## config.mk

```make
export PLATFORM = sky130hd
export DESIGN_NAME = wrr_arbiter
export DESIGN_NICKNAME = d
export VERILOG_FILES = /design/src/rtl/wrr_arbiter.sv
export SDC_FILE = /design/constraint.sdc
export NUM_CORES = 1
export LEC_CHECK = 0
export ABC_AREA = 1
export CORE_ASPECT_RATIO = 1.2
export CORE_MARGIN = 5
export CORE_UTILIZATION = 40
export CTS_CLUSTER_DIAMETER = 100
export DETAILED_ROUTE_END_ITERATION = 12
export PLACE_DENSITY_LB_ADDON = 0.1
export RECOVER_POWER = 25
export SLEW_MARGIN = 20
export SYNTH_ARGS = -nofsm -noshare
export SYNTH_HDL_FRONTEND = slang
export SYNTH_SLANG_ARGS = --single-unit
```

## constraint.sdc

```tcl
create_clock -name clk -period 3.3 [get_ports clk]
set_clock_uncertainty 0.05 [all_clocks]
set_input_delay 0.495 -clock clk [delete_from_list [all_inputs] [get_ports clk]]
set_output_delay 0.495 -clock clk [all_outputs]
set_load 0.1 [all_outputs]
```

## src/rtl/wrr_arbiter.sv

```systemverilog
// Weighted round-robin arbiter: one-hot registered grant, per-requester credits
// refilled from programmable weights. Define WRR_STATS_EN to add grant/reload counters.

module wrr_lane #(
    parameter int WEIGHT_W = 4
) (
    input  logic                clk,
    input  logic                rst,
    input  logic                wr,
    input  logic [WEIGHT_W-1:0] wr_data,
    input  logic                reload,
    input  logic                charge,
    output logic [WEIGHT_W-1:0] weight,
    output logic [WEIGHT_W-1:0] credit
);
    always_ff @(posedge clk) begin
        if (rst) begin
            weight <= WEIGHT_W'(1);
            credit <= WEIGHT_W'(1);
        end else begin
            if (wr)
                weight <= wr_data;
            // A write landing on the reload cycle goes straight into the credit.
            if (reload)
                credit <= wr ? wr_data : weight;
            else if (charge && credit != '0)
                credit <= credit - WEIGHT_W'(1);
        end
    end
endmodule

module wrr_arbiter #(
    parameter int N        = 32,
    parameter int WEIGHT_W = 4,
    parameter int IDX_W    = $clog2(N)
) (
    input  logic                clk,
    input  logic                rst,
    input  logic [N-1:0]        req,
    input  logic                ack,
    input  logic                wt_wr_en,
    input  logic [IDX_W-1:0]    wt_wr_idx,
    input  logic [WEIGHT_W-1:0] wt_wr_data,
    output logic [N-1:0]        gnt,
    output logic                gnt_valid,
    output logic [IDX_W-1:0]    gnt_id
`ifdef WRR_STATS_EN
    ,
    output logic [31:0]         stat_grant_cnt,
    output logic [15:0]         stat_reload_cnt
`endif
);
    typedef enum logic [1:0] {IDLE, RELOAD, GRANT} state_t;

    state_t                     state;
    logic [IDX_W-1:0]           ptr;
    logic [N-1:0][WEIGHT_W-1:0] weight;
    logic [N-1:0][WEIGHT_W-1:0] credit;
    logic [N-1:0]               elig;
    logic [N-1:0]               live;
    logic [N-1:0]               lane_wr;
    logic [N-1:0]               lane_charge;
    logic                       reload;
    logic [IDX_W-1:0]           sel;
    logic [IDX_W-1:0]           sel_hi;
    logic [IDX_W-1:0]           sel_lo;
    logic                       hi_found;
    logic                       lo_found;
    logic [IDX_W-1:0]           next_id;
    logic                       last_credit;

    assign reload = (state == RELOAD);

    genvar g;
    generate
        for (g = 0; g < N; g++) begin : g_lane
            // Weight 0 masks a requester from both granting and reload triggering.
            assign elig[g]        = req[g] && credit[g] != '0 && weight[g] != '0;
            assign live[g]        = req[g] && weight[g] != '0;
            assign lane_wr[g]     = wt_wr_en && (wt_wr_idx == IDX_W'(g));
            assign lane_charge[g] = (state == GRANT) && ack && gnt[g];

            wrr_lane #(.WEIGHT_W(WEIGHT_W)) u_lane (
                .clk     (clk),
                .rst     (rst),
                .wr      (lane_wr[g]),
                .wr_data (wt_wr_data),
                .reload  (reload),
                .charge  (lane_charge[g]),
                .weight  (weight[g]),
                .credit  (credit[g])
            );
        end
    endgenerate

    // Rotating priority: first eligible at or above ptr, else first eligible overall.
    always_comb begin
        hi_found = 1'b0;
        lo_found = 1'b0;
        sel_hi   = '0;
        sel_lo   = '0;
        for (int i = 0; i < N; i++) begin
            if (elig[i] && !lo_found) begin
                lo_found = 1'b1;
                sel_lo   = IDX_W'(i);
            end
            if (elig[i] && !hi_found && IDX_W'(i) >= ptr) begin
                hi_found = 1'b1;
                sel_hi   = IDX_W'(i);
            end
        end
        sel = hi_found ? sel_hi : sel_lo;
    end

    assign next_id     = (gnt_id == IDX_W'(N - 1)) ? '0 : gnt_id + IDX_W'(1);
    assign last_credit = (credit[gnt_id] <= WEIGHT_W'(1));

    always_ff @(posedge clk) begin
        if (rst) begin
            state     <= IDLE;
            ptr       <= '0;
            gnt       <= '0;
            gnt_valid <= 1'b0;
            gnt_id    <= '0;
`ifdef WRR_STATS_EN
            stat_grant_cnt  <= '0;
            stat_reload_cnt <= '0;
`endif
        end else begin
            case (state)
                IDLE: begin
                    if (|elig) begin
                        gnt       <= N'(1) << sel;
                        gnt_valid <= 1'b1;
                        gnt_id    <= sel;
                        state     <= GRANT;
                    end else if (|live) begin
                        state <= RELOAD;
                    end
                end
                RELOAD: begin
`ifdef WRR_STATS_EN
                    stat_reload_cnt <= stat_reload_cnt + 16'd1;
`endif
                    state <= IDLE;
                end
                GRANT: begin
                    if (ack) begin
`ifdef WRR_STATS_EN
                        stat_grant_cnt <= stat_grant_cnt + 32'd1;
`endif
                        // Keep priority while the grantee still has credit left.
                        ptr       <= last_credit ? next_id : gnt_id;
                        gnt       <= '0;
                        gnt_valid <= 1'b0;
                        state     <= IDLE;
                    end else if (!req[gnt_id]) begin
                        ptr       <= next_id;
                        gnt       <= '0;
                        gnt_valid <= 1'b0;
                        state     <= IDLE;
                    end
                end
                default: state <= IDLE;
            endcase
        end
    end
endmodule

```

-- Word level (Yosys, flattened, before mapping)
Cells that the tools add are included.
- register bits: 301
- latch bits: 0
- RAM bits: 0
- ROM bits: 0
- input bits: 45
- output and inout bits: 38
- word-level logic and storage cells: 872
- memories: 0
- $add $sub $neg: 33
- $mul: 0
- divide/modulo/power cells: 0
- order comparisons: 34
- eq/ne operators: 38
- shift operators: 1
- mux-type cells: 243
- bitwise operators: 0
- reduce and logical (&&, ||, !) cells: 454
- operator list (operator ; number):
    $mux 4 ; 97
    $mux 5 ; 65
    $logic_and 1x1->1 ; 287
    $reduce_bool 4->1 ; 64
    $sub 4x1->4 const B ; 32
    $mux 32 ; 3
    $eq 5x5->1 const B ; 17
    $ge 5x5->1 const A ; 16
    $mux 1 ; 69
    $reduce_bool 2->1 ; 33
    $pmux 32 s2 ; 1
    $reduce_or 32->1 ; 2
    $logic_not 1->1 ; 62
    $eq 5x4->1 const B ; 8
    $ge 4x5->1 const A ; 8
    $shl 1x5->32 const A ; 1
    $bmux 4 s5 ; 1
    $eq 5x3->1 const B ; 4
    $ge 3x5->1 const A ; 4
    $eq 5x2->1 const B ; 2
    $ge 1x5->1 const A ; 2
    $ge 2x5->1 const A ; 2
    $mux 2 ; 4
    $lt 5x6->1 const B ; 1
    14 further kinds ; 18

-- Depth between registers and ports, before layout
Gate-level depths: netlist (run 1).
- depth in word-level cells: 133
- depth in mapped cells: 29
- depth with buffers taken out: 29

-- By module
A second synthesis (run 1) with hierarchy kept.
- cell total of the unflattened synthesis: 3350
- area, all modules: 20968.9 um2
- by module, submodules not included (module ; instances ; cells an instance ; area an instance (um2) ; sequential area each (um2)):
    wrr_lane ; 32 ; 73 ; 474.2 ; 160.2
    wrr_arbiter ; 1 ; 1014 ; 5794.3 ; 900.9

-- Least setup slack after synthesis (run 1)
No wires, ideal clock.
- kind: reg2reg
- start: reg gnt_id[0]
- end: reg gnt[12]
- library setup time: 0.069 ns
- arrival time: 3.531 ns
- required time: 3.181 ns
- slack: -0.349 ns
- cell stages (with the launch flop): 14
- buffers on the path: 3
- clock period less this slack: 3.649 ns
- cells stage by stage: dfxtp_1 > clkbuf_1 > clkbuf_1 > o21ai_0 > o22ai_1 > o21ai_0 > o22ai_1 > o21bai_1 > nand2_1 > nand2_1 > inv_1 > dlygate4sd3_1 > nand2_1 > a21oi_2
- cells in the longest elaborated chain, start to end: 4
- RTL lines (what ; RTL line ; source):
    start: declaration ; 46 ; output logic [IDX_W-1:0] gnt_id
    start signal: assignment ; 135 ; gnt_id <= sel;
    $bmux 1 s5 ; 157 ; end else if (!req[gnt_id]) begin
    $mux 1 (not written as such) ; 157 ;
    $ne 3x3->1 (no line) ; n/a ;
    $reduce_and 3->1 (no line) ; n/a ;
    end signal: assignment ; 133 ; gnt <= N'(1) << sel;
    end: declaration ; 44 ; output logic [N-1:0] gnt,
No other way between the ends. The select of a mux whose other input is x is not followed.
A chain may end at the register's enable or synchronous reset.

-- Worst setup path in the final report (run 1)
- start: reg g_lane[0].u_lane.credit[0]
- end: reg gnt[13]
- cells in the longest elaborated chain, start to end: 133
- elaborated cells between the ends (all ways): 291
- classes of those cells: eq/ne (1); shift (1); mux (128); reduce/logical (161)
- RTL lines (what ; RTL line ; source):
    start: declaration ; 14 ; output logic [WEIGHT_W-1:0] credit
    start signal: assignment ; 25 ; credit <= wr ? wr_data : weight;
    start signal: assignment ; 27 ; credit <= credit - WEIGHT_W'(1);
    $reduce_bool 4->1 * ; 78 ; assign elig[g] = req[g] && credit[g] != '0 && weight[g] != '0;
    $logic_and 1x1->1 * (2 in series) ; 78 ;
    $logic_and 1x1->1 ; 107 ; if (elig[i] && !hi_found && IDX_W'(i) >= ptr) begin
    $mux 1 ; 107 ;
    $logic_not 1->1 ; 107 ;
    $logic_and 1x1->1 (2 in series) ; 107 ;
    $mux 1 ; 107 ;
    $logic_not 1->1 ; 107 ;
    [... 114 more ...] ; n/a ;
    $mux 1 ; 107 ;
    $logic_not 1->1 ; 107 ;
    $logic_and 1x1->1 (2 in series) ; 107 ;
    $mux 5 / $mux 1 (equally long branches) ; 107 ;
    $mux 5 ; 112 ; sel = hi_found ? sel_hi : sel_lo;
    $shl 1x5->32 ; 133 ;
    $mux 32 ; 132 ; if (|elig) begin
    $pmux 32 s2 ; 130 ; case (state)
Every way passes the cells marked *; elsewhere a longest branch is shown, timed or not. The select of a mux whose other input is x is not followed.

==> impl_metrics.env, run 1 <==
export IMPL_yosysUniqueCellTypes=64
export IMPL_track_usage=0.266
export IMPL_async_reset_ff_frac=0
export IMPL_ys_ff_latch=301
export IMPL_min_path_type="primary input to register"
export IMPL_cts_sinks=301
export IMPL_finalSetupViolCount=36
export IMPL_hold_end="g_lane[9].u_lane.credit[0]"
export IMPL_overflow=0
export IMPL_path_clk_slew_ps=60
export IMPL_irDropWorstVdd_uv=392
export IMPL_layoutNonFillerInstCount=3521
export IMPL_finalCritPeriodShare=1.08
export IMPL_clock_latency_ps=550
export IMPL_critPathRequiredTime_ps=3730
export IMPL_drt_iter0_drc=1130
export IMPL_finalPower_mw=9.41
export IMPL_pre_cts_ws_ps=-771
export IMPL_p_leak_nw=9.91
export IMPL_nFillCells=4325
export IMPL_fin_ws_ps=-275
export IMPL_cts_max_level=2
export IMPL_drt_wirelength_per_cell_um=18.3
export IMPL_end_kind="register"
export IMPL_drive_above_1_share=0.190
export IMPL_first_global_vias=17683
export IMPL_drv_slew=0
export IMPL_syn2layout_area_growth_pct=29.2
export IMPL_layout_commonest_cell="nand2_1"
export IMPL_cts_buffers=37
export IMPL_grt_start_max_net_pins=170
export IMPL_fmax_mhz=280
export IMPL_via_count=18450
export IMPL_r2r_start="g_lane[0].u_lane.credit[0]"
export IMPL_worst_pin_slew_ps=1270
export IMPL_fin_setup_tns_ps=-6950
export IMPL_dr_pass1_iters=5
export IMPL_fp_dieH_um=237
export IMPL_layout_common_cells="492 x nand2_1, 398 x nor2_1, 374 x inv_1"
export IMPL_crit_path_start_kind="register"
export IMPL_antenna_found_initial=1
export IMPL_violations="negative setup slack"
export IMPL_grt_setup_unrepaired="yes"
export IMPL_outcome="finished with violations"
export IMPL_syn_area_um2=17200
export IMPL_drc=0
export IMPL_routed_wl_um=64600
export IMPL_synth_warning_count=0
export IMPL_die_area_um2=47200
export IMPL_io_pins=83
export IMPL_synth_edf_count=0
export IMPL_rrSetupSlack_ps=-280
export IMPL_root_buffer="clkbuf_16"
export IMPL_min_path_cells=3
export IMPL_cts_tree="yes"
export IMPL_ant_nets=0
export IMPL_hp_start="rst"
export IMPL_hpwl_um=47300
export IMPL_clockBufferDepth=3
export IMPL_dp_cells=3426
export IMPL_synth_avg_cell_area_um2=6.55
export IMPL_crit_type="register to register"
export IMPL_powerDensity_nw_per_um2=424
export IMPL_arrival_ps=4000
export IMPL_holdBufCountCts=0
export IMPL_maxSlewHeadroom=0.157
export IMPL_yosysSeqAreaShare=0.351
export IMPL_hold_viol=0
export IMPL_maxCapViolCount=0
export IMPL_grt_pass1_wl_um=98500
export IMPL_ys_flop_type="dfxtp_1"
export IMPL_viasPerCell=5.24
export IMPL_floorplan_initialDensity=0.403
export IMPL_period_needed_ps=3580
export IMPL_fp_row_count=83
export IMPL_synth_nets=2702
export IMPL_numPortBuffers=82
export IMPL_r2r_end="gnt[13]"
export IMPL_rr_worst_depth=27
export IMPL_die_x_um=199
export IMPL_coreArea_um2=42700
export IMPL_num_nets_final=3020
export IMPL_gp_congestion=0.958
export IMPL_syn_inst=2623
export IMPL_path_max_fanout=7
[state kept, by name, summed over array words and instances, names as in the netlist]
name,cells
g_lane.u_lane.credit,128
g_lane.u_lane.weight,128
gnt,32
gnt_id,5
ptr,5
state,2
gnt_valid,1
[layer usage]
layer	global-route usage	up-vias	routed length, µm
met5	0	-	1
met4	0.103	2	2670
met3	0.0397	129	3410
met2	0.446	479	30500
met1	0.343	8640	28000
li1	-	9200	-
[synth_stat cells (11+ instances only)]
library cell / instances / area share
a211oi_1: 19 / 0.0083
dfxtp_1: 301 / 0.35
nand3_1: 147 / 0.043
nor3_1: 40 / 0.012
nand3_2: 12 / 0.0070
nor4_1: 22 / 0.0080
o221ai_1: 32 / 0.016
a31oi_1: 25 / 0.0091
o21ai_0: 203 / 0.059
or2_2: 26 / 0.0095
a21oi_1: 130 / 0.038
inv_1: 384 / 0.084
nor2_4: 11 / 0.0072
o211ai_1: 18 / 0.0079
nand2_1: 504 / 0.11
clkbuf_1: 81 / 0.018
nor2_1: 426 / 0.093
nand2_2: 12 / 0.0044
o22ai_1: 33 / 0.012
nand4_1: 21 / 0.0076
xor2_1: 24 / 0.012
ha_1: 34 / 0.025
[critical path, cell delays in order (launching register included)]
cell     delay (ps)
dfxtp_2         320
inv_2            70
ha_4            150
nand2_4          60
nor2_4          110
nor2_4           50
nand3_2          70
nand2_2          60
nor2_4          110
nand4_4         100
nor2_4          130
nand4_4         100
nor2_4          140
nand4_4         100
nor2_4          130
nand4_4         100
nor2_4          130
nand4_4         100
nor2_4          130
nand4_4         150
nor2_8          180
buf_4           140
or2_2           120
nand2_4         110
buf_6           150
nor2_4          190
nand3_2         110
a21oi_2         130
[kinds of logic after synthesis]
group	share of synthesized area
AND/OR/NAND/NOR	0.319
AO/OA/AOI/OAI	0.181
buffers and inverters	0.110
flip-flops	0.351
adder cells (fa/ha/maj)	0.0248
XOR/XNOR	0.0153
[where the power goes]
| part | internal [mW] | total [mW] | switching (mW) |
|---|---|---|---|
| logic | 0.532 | 1.57 | 1.03 |
| clock network | 2.47 | 4.11 | 1.64 |
| registers | 3.68 | 3.74 | 0.0566 |
[area by class of cell]
type                       count  area (µm²)  share of cell area
timing repair buffer         376        3000               0.135
tap                          552         691              0.0311
inverter                     395        1500              0.0675
multi-input combinational   1830        9760               0.439
sequential                   301        6040               0.272
antenna                        1        2.50            0.000113
clock buffer                  59        1150              0.0518
clock inverter                 7        66.3             0.00299
[worst max-delay path by stage]
stage                                          start       to  slack [ps]  depth (start not counted)
after floorplan           g_lane[6].u_lane.credit[0]  gnt[13]          -6                         25
after global placement                        req[3]  gnt[30]        -700                         23
after detailed placement                      req[1]  gnt[26]        -770                         24
after CTS                 g_lane[6].u_lane.credit[0]   gnt[4]        -220                         24
after global routing      g_lane[0].u_lane.credit[0]  gnt[31]        -500                         28
final                     g_lane[0].u_lane.credit[0]  gnt[13]        -280                         27
[stage by stage]
step / instance area [µm²] / hold WS, ps / utilization
final: 22200 / 240 / 0.520
after global placement: 20400 / 402 / 0.477
after global routing: 22200 / 243 / 0.520
after floorplan: 17200 / 388 / -
after CTS: 22000 / 222 / 0.515
after detailed placement: 20400 / 417 / 0.477
[repair_timing]
action                                 CTS  global route
pin swaps                               27            28
gates resized for setup                 69            62
buffers inserted                        17            12
setup endpoints to repair               36            37
endpoints found under the hold margin    0             0
Note: power is estimated with default switching activity, not from simulation.
==> inputs of run 2 (changes only) <==
Settings changed: CELL_PAD_IN_SITES_DETAIL_PLACEMENT set to 1, CELL_PAD_IN_SITES_GLOBAL_PLACEMENT set to 1, CORE_MARGIN 5 to unset, PLACE_DENSITY_LB_ADDON 0.1 to 0.15.
==> run 2 against run 1 <==
The run still ends with negative setup slack left. Sequential power hardly changed. Design area increased by 1.1%. Power increased by 4.2%. Sequential share of layout area fell by 0.29 points. Largest cell class unchanged. Highest routed layer is now met4.
==> impl_metrics.env, run 2 (same netlist as run 1, synthesis figures left out) <==
export IMPL_die_area_um2=43800
export IMPL_critPathMaxStageDelay_ps=320
export IMPL_num_nets_final=3047
export IMPL_viasPerCell=5.48
export IMPL_root_buffer="clkbuf_16"
export IMPL_slowest_stage="dfxtp_2"
export IMPL_gp_congestion=0.961
export IMPL_via_count=19391
export IMPL_path_max_fanout=7
export IMPL_powerDensity_nw_per_um2=437
export IMPL_crit_type="register to register"
export IMPL_critPathRequiredTime_ps=3730
export IMPL_fmax_mhz=266
export IMPL_hp_start="rst"
export IMPL_holdBufCountCts=0
export IMPL_grt_setup_unrepaired="yes"
export IMPL_antenna_found_initial=1
export IMPL_r2r_start="g_lane[0].u_lane.credit[0]"
export IMPL_cts_sinks=301
export IMPL_first_global_vias=20364
export IMPL_reg_largest_list="g_lane.u_lane.credit x128, g_lane.u_lane.weight x128, gnt x32"
export IMPL_layout_commonest_cell="nand2_1"
export IMPL_irDropWorstVdd_uv=396
export IMPL_period_needed_ps=3770
export IMPL_routed_wl_um=72300
export IMPL_die_x_um=191
export IMPL_finalSetupViolCount=37
export IMPL_path_delay_family="simple AND/OR/NAND/NOR gates"
export IMPL_worst_pin_slew_ps=1200
export IMPL_path_buf_inv=4
export IMPL_drc=0
export IMPL_drive_above_1_share=0.192
export IMPL_arrival_ps=4190
export IMPL_drt_iter0_drc=900
export IMPL_drt_wirelength_per_cell_um=20.4
export IMPL_p_leak_nw=10.1
export IMPL_dr_pass1_iters=4
export IMPL_nFillCells=5551
export IMPL_dp_cells=3427
export IMPL_outcome="finished with violations"
export IMPL_final_core_util=0.534
export IMPL_crit_path_start_kind="register"
export IMPL_startpoint="g_lane[0].u_lane.credit[0]"
export IMPL_fin_ws_ps=-466
export IMPL_violations="negative setup slack"
export IMPL_maxSlewHeadroom=0.202
export IMPL_end_kind="register"
export IMPL_overflow=0
export IMPL_ant_nets=0
export IMPL_coreArea_um2=42100
export IMPL_fp_dieH_um=229
export IMPL_clock_latency_ps=570
export IMPL_floorplan_initialDensity=0.409
export IMPL_finalCritPeriodShare=1.14
export IMPL_grt_start_max_net_pins=100
export IMPL_min_path_type="primary input to register"
export IMPL_grt_pass1_wl_um=111000
export IMPL_syn2layout_area_growth_pct=30.6
export IMPL_cts_buffers=36
export IMPL_cts_max_level=2
export IMPL_clockBufferDepth=3
export IMPL_maxCapViolCount=0
export IMPL_hpwl_um=52500
export IMPL_drv_slew=0
export IMPL_fp_row_count=82
export IMPL_fin_setup_tns_ps=-12840
export IMPL_cts_tree="yes"
export IMPL_cp_common_cell="nor2_4"
export IMPL_hold_viol=0
export IMPL_path_clk_slew_ps=60
export IMPL_layout_common_cells="495 x nand2_1, 405 x nor2_1, 375 x inv_1"
export IMPL_layoutNonFillerInstCount=3541
export IMPL_track_usage=0.329
export IMPL_numPortBuffers=82
export IMPL_io_pins=83
-- run 2: changes by cell type in the layout (fill, tap and decap cells not counted), moves of 5 or more --
cell / change
buf_4: +30
clkbuf_1: -7
nand3_1: +7
nand3_2: -5
nor2_1: +7
nor2_2: -9
-- run 2: area by class of cell --
class | instances | area [µm²] | share of cell area
clock buffer | 54 | 1100 | 0.0490
sequential | 301 | 6040 | 0.269
timing repair buffer | 404 | 3280 | 0.146
clock inverter | 10 | 185 | 0.00825
antenna | 1 | 2.50 | 0.000111
multi-input combinational | 1830 | 9670 | 0.431
tap | 546 | 683 | 0.0304
inverter | 395 | 1490 | 0.0666
-- run 2: through the flow --
stage / hold WS [ps] / instance area (µm²) / worst slack [ps] / total power [mW]
after global placement: 399 / 20500 / -759 / 5.26
final: 194 / 22400 / -466 / 9.80
after global routing: 195 / 22400 / -748 / 10.1
after detailed placement: 406 / 20500 / -864 / 5.28
after CTS: 177 / 22300 / -347 / 9.77
after floorplan: 388 / 17200 / -5.51 / 4.57
-- run 2: repair_timing --
item | in CTS | in global routing
pin swaps | 28 | 21
endpoints found under the setup margin | 37 | 37
resized for setup | 71 | 33
gates cloned | 1 | 0
buffers inserted | 39 | 13
-- run 2: power by group --
group	leakage [nW]	switching, mW	internal, mW
sequential	2.43	0.0720	3.68
combinational	7.04	1.07	0.566
clock	0.630	1.72	2.70
-- run 2: worst paths after layout --
kind | to | slack, ps | cells past startpoint
worst max-delay path | gnt[23] | -470 | 28
worst min-delay path | g_lane[10].u_lane.weight[3] | 190 | 2
worst max register to register | gnt[23] | -470 | 28
worst min register to register | g_lane[17].u_lane.credit[0] | 430 | 2
-- run 2: per-layer routing --
metal  share of wire  vias to the layer above  track usage  wire [µm]
li1                -                     9259            -          -
met1            0.42                     9528        0.396      30100
met2            0.50                      447        0.580      35800
met3           0.045                      157       0.0431       3270
met4           0.043                        0        0.137       3080
met5               0                        -            0          0
